`src/rtl/reset_sequencer.sv`:
```
// reset_sequencer
//   Turns an asynchronous active-low reset plus a synchronous software reset
//   request into a set of staggered, synchronously released active-low resets.
//   Bit 0 releases first; each following bit releases RELEASE_GAP cycles later.
//
// Ports
//   clk          : single rising-edge clock
//   rstN         : asynchronous active-low reset (async assert, synchronised release)
//   soft_rst_req : synchronous active-high software reset request
//   sync_rstN    : sequenced active-low resets, thermometer-coded from bit 0
//   rst_done     : high once every sync_rstN bit is released
//   rst_cause    : cause of the last reset, 2'b01 hard, 2'b10 soft
module reset_sequencer #(
  parameter int NUM_STAGES  = 2,
  parameter int NUM_OUTPUTS = 4,
  parameter int MIN_ASSERT  = 8,
  parameter int RELEASE_GAP = 4
) (
  input  logic                   clk,
  input  logic                   rstN,
  input  logic                   soft_rst_req,
  output logic [NUM_OUTPUTS-1:0] sync_rstN,
  output logic                   rst_done,
  output logic [1:0]             rst_cause
);

  localparam int CNT_MAX = (MIN_ASSERT > RELEASE_GAP) ? MIN_ASSERT : RELEASE_GAP;
  localparam int CNT_W   = (CNT_MAX > 1) ? $clog2(CNT_MAX) : 1;

  localparam logic [CNT_W-1:0]       ASSERT_LAST = CNT_W'(MIN_ASSERT - 1);
  localparam logic [CNT_W-1:0]       GAP_LAST    = CNT_W'(RELEASE_GAP - 1);
  localparam logic [NUM_OUTPUTS-1:0] LSB_ONE     = NUM_OUTPUTS'(1);
  localparam logic [1:0]             CAUSE_HARD  = 2'b01;
  localparam logic [1:0]             CAUSE_SOFT  = 2'b10;

  typedef enum logic [1:0] {
    ST_ASSERT,
    ST_RELEASE,
    ST_DONE
  } state_t;

  logic [NUM_STAGES-1:0]  syncChain;
  logic                   srstN;
  state_t                 state, stateNext;
  logic [CNT_W-1:0]       cnt, cntNext;
  logic [NUM_OUTPUTS-1:0] rstVecNext;
  logic                   doneNext;
  logic [1:0]             causeNext;

  // Release synchroniser: a constant 1 walks through the chain after rstN rises.
  always_ff @(posedge clk or negedge rstN) begin
    if (!rstN) begin
      syncChain <= '0;
    end else begin
      syncChain <= {syncChain[NUM_STAGES-2:0], 1'b1};
    end
  end

  assign srstN = syncChain[NUM_STAGES-1];

  always_ff @(posedge clk or negedge rstN) begin
    if (!rstN) begin
      state     <= ST_ASSERT;
      cnt       <= '0;
      sync_rstN <= '0;
      rst_done  <= 1'b0;
      rst_cause <= CAUSE_HARD;
    end else begin
      state     <= stateNext;
      cnt       <= cntNext;
      sync_rstN <= rstVecNext;
      rst_done  <= doneNext;
      rst_cause <= causeNext;
    end
  end

  // The counter counts elapsed cycles minus one, so the release happens on the
  // edge where it already holds the last value of the interval.
  always_comb begin
    stateNext  = state;
    cntNext    = cnt;
    rstVecNext = sync_rstN;
    doneNext   = rst_done;
    causeNext  = rst_cause;

    if (srstN) begin
      if (soft_rst_req) begin
        stateNext  = ST_ASSERT;
        cntNext    = '0;
        rstVecNext = '0;
        doneNext   = 1'b0;
        causeNext  = CAUSE_SOFT;
      end else begin
        case (state)
          ST_ASSERT: begin
            if (cnt == ASSERT_LAST) begin
              cntNext    = '0;
              rstVecNext = LSB_ONE;
              if (NUM_OUTPUTS == 1) begin
                stateNext = ST_DONE;
                doneNext  = 1'b1;
              end else begin
                stateNext = ST_RELEASE;
              end
            end else begin
              cntNext = cnt + 1'b1;
            end
          end
          ST_RELEASE: begin
            if (cnt == GAP_LAST) begin
              cntNext    = '0;
              rstVecNext = (sync_rstN << 1) | LSB_ONE;
              if (&rstVecNext) begin
                stateNext = ST_DONE;
                doneNext  = 1'b1;
              end
            end else begin
              cntNext = cnt + 1'b1;
            end
          end
          default: begin
          end
        endcase
      end
    end
  end

endmodule

```
`config.mk`:
```
export PLATFORM = sky130hd
export DESIGN_NAME = reset_sequencer
export DESIGN_NICKNAME = d
export VERILOG_FILES = /design/src/rtl/reset_sequencer.sv
export SDC_FILE = /design/constraint.sdc
export NUM_CORES = 1
export LEC_CHECK = 0
export ABC_AREA = 1
export CORE_AREA = 2 2 41 43
export CTS_CLUSTER_DIAMETER = 50
export DETAILED_ROUTE_END_ITERATION = 8
export DIE_AREA = 0 0 43 45
export GPL_TIMING_DRIVEN = 0
export MAX_ROUTING_LAYER = met4
export PLACE_DENSITY = 0.71
export SLEW_MARGIN = 10
export SYNTH_ARGS = -nofsm -noshare
export SYNTH_HDL_FRONTEND = slang
export SYNTH_SLANG_ARGS = --single-unit
```
`constraint.sdc`:
```
create_clock -name clk -period 1.85 [get_ports clk]
set_clock_uncertainty 0.05 [all_clocks]
set_input_delay 0.555 -clock clk [delete_from_list [all_inputs] [get_ports clk]]
set_output_delay 0.555 -clock clk [all_outputs]
set_load 0.01 [all_outputs]
```
==> key figures <==
Synth
  • Ys flop type: dfrtp_1
  • Number of synthesized flops with an enable pin: 0
  • Number of synthesized register bits: 14
  • Ys async rst share: 100%
  • Top cell type's share of synthesized area: 46.5%
  • Gate Count Post-Synth: 85
  • Top post-synthesis cells by count: 21 x nand2_1, 13 x dfrtp_1, 13 x inv_1, 12 x nand3_1, 6 x nor2_1
  • Dominant cell type by area after synthesis: dfrtp_1
  • Synth Net Count: 92
  • Top post-synthesis cells by area: dfrtp_1 47%, nand2_1 11%, nand3_1 8.6%
  • Mapped Avg Cell Area: 8.23 sq um
  • Yosys warnings: 0
  • Distinct cells, synth: 15
  • Cell area after synthesis: 699 sq um
  • Top-count cell post-synth: nand2_1
  • Register area share after synthesis: 50.3%

Die
  • Core Footprint: 1470 sq um
  • Top Ports: 10
  • Rows: 14
  • Initial Utilization: 47.5%
  • Die ar.: 1940 sq um
  • Die H: 45 um
  • Overall die width: 43 um

Clocking
  • CTS tree: yes
  • Clk Latency, worst-skew pair: 290 ps
  • # clock sinks: 14
  • Clk buf depth: 2
  • CTS root buf: clkbuf_4
  • CTS Hold Bufs: 0
  • Clock slew at reported path FFs: 90 ps
  • H-tree levels: 1
  • CTS Buf Count: 3

Setup path
  • Data arrival, critical path: 1190 ps
  • Buf/Inv on CP: 1
  • CP cell instances: clkdlybuf4s50_1
  • CP Capture Type: output pin
  • CP Launch Type: register
  • CP peak stage delay: 540 ps
  • Slowest cell on crit path: clkdlybuf4s50_1
  • Delay-heaviest family, CP: buffers and inverters
  • Path type of the worst setup path: register to output pin
  • Crit path max fanout: 3
  • CP required: 1240 ps

Global route
  • First-pass GRT wire length: 2.30 mm
  • All-Layer GR Usage: 17.1%
  • Initial antenna violation count: 0
  • Vias in the first global route: 529
  • Largest net degree at the start of global routing: 15
  • Overflow after GRT: 0

Layout
  • Net count, final: 109
  • Final-layout fill cell count: 136
  • Share of cells above drive strength 1: 16.8%
  • Area grow syn2layout: 24.0%
  • Diodes inserted: 0

Timing
  • Worst Max-Slew Pin Slew: 610 ps
  • FMAX: 556 MHz
  • Unrepaired setup endpoints after global routing: false
  • Slew Viols, Final: 0
  • Final Cycle Share: 97.3%
  • Final Hold Vio Count: 0
  • Endpoints failing setup: 0
  • Slew Limit Headroom: 59.2%
  • Setup slack after layout: 50.5 ps
  • Min Tclk post-route: 1800 ps

Route
  • # DRC: 0
  • Met3 WL: 50 um
  • Routed wl met2: 619 um
  • Antenna Nets Post-Route: 0
  • Vias per inst: 4.93
  • Drt pass-1 iters: 4
  • Top Metal Used: met4
  • Avg WL per Cell: 11.4 um
  • Routed wire length: 1.34 mm
  • Initial DRC count: 14
  • Vias: 577
  • Routed metal-1 wire length: 626 um

Placement
  • Place WS: -96.3 ps
  • Hpwl dp: 926 um
  • Port Buffers: 9
  • GP Congestion: 0.779

Flow run
  • Max Cap Viol: 0

Power
  • Peak supply drop: 0.479 mV
  • Clock Power Share: 25.8%
  • Logic gate share of total power: 30.5%
  • Sequential share of power: 43.7%
  • Cell Int Power: 0.580 mW
  • Switching share of power: 34.4%
  • Total power: 0.885 mW
  • Psw: 0.305 mW
  • PD cells: 1020 nW/um^2
  • Lkg Pwr: 0.463 nW

Run status
  • Outcome: finished, final reports clean

Worst hold path
  • Hold Crit Class: register to register
timing repair:
item                       in CTS  in global routing
setup buffers                   1                  2
setup endpoints to repair       2                  2
gates resized for setup         1                  0
registers in the layout, summed over array words and instances (netlist names):
| signal | cells |
|---|---|
| rst_cause | 2 |
| state | 2 |
| rst_done | 1 |
| cnt | 3 |
| sync_rstN | 4 |
| syncChain | 2 |
kinds of logic after synthesis:
| family | synth area share, % |
|---|---|
| AOI/OAI and AO/OA | 3.58 |
| adders and majority gates | 7.16 |
| buffers and inverters | 7.51 |
| DFF | 50.3 |
| other | 0.536 |
| and+or+nand+nor | 30.9 |
path summary, 6_finish.rpt:
kind	depth (start not counted)	slack [ps]	startpoint	to
max	1	50	sync_rstN[1]$_DFFE_PN0P_	sync_rstN[1]
min	0	310	syncChain[0]$_DFF_PN0_	syncChain[1]$_DFF_PN0_
max reg2reg	8	180	cnt[0]$_DFFE_PN0P_	sync_rstN[0]$_DFFE_PN0P_
min reg2reg	0	310	syncChain[0]$_DFF_PN0_	syncChain[1]$_DFF_PN0_
max in group asynchronous	1	760	rstN	rst_cause[1]$_DFFE_PN0P_
min in group asynchronous	1	590	rstN	state[0]$_DFFE_PN0P_
cell usage in the layout (no fill, tap or decap):
master and instances:
clkbuf_8 1, buf_4 3, nand2_2 4, nor2_2 2
clkbuf_4 3, inv_2 1, nor2_1 6, dlygate4sd2_1 1
nor2_4 1, a21oi_1 2, dfrtp_1 13, dfstp_2 1
o21ai_0 3, conb_1 1, or2_2 1, inv_1 13
clkdlybuf4s50_1 8, ha_1 4, nand3_1 12, nand2_1 21
area by class of cell:
| cell class | count | area (sq um) | area share [%] |
|---|---|---|---|
| clock buffers | 4 | 36.3 | 4.18 |
| inverters | 14 | 52.6 | 6.06 |
| multi-input cells | 57 | 295 | 34.1 |
| flip-flops and latches | 14 | 352 | 40.5 |
| well taps | 16 | 20.0 | 2.31 |
| repair buffers | 12 | 111 | 12.8 |
routing by layer:
metal | vias up | track usage, %
met1 | 272 | 21.7
li1 | 290 | -
met5 | - | -
met2 | 9 | 24.8
met3 | 6 | 3.60
met4 | 0 | 10.9
through the flow:
step	util, %	TNS, ps	area (sq um)	std cells	hold WS [ps]
after detailed placement	55.0	-471	810	110	290
after floorplan	-	0	699	85	209
after CTS	57.9	0	852	115	312
after global placement	55.0	-378	810	110	283
after global routing	58.9	0	867	117	314
final	58.9	0	867	117	310
power by group through the flow:
| stage | sequential [mW] | clock, mW | combinational (mW) |
|---|---|---|---|
| 6_report | 0.387 | 0.228 | 0.270 |
| 2_1_floorplan | 0.395 | 0 | 0.163 |
| 4_1_cts | 0.391 | 0.232 | 0.247 |
| 5_1_grt | 0.393 | 0.245 | 0.307 |
| 3_5_place_dp | 0.396 | 0 | 0.241 |
| 3_3_place_gp | 0.394 | 0 | 0.236 |
Note: power is estimated with default switching activity, not from simulation.
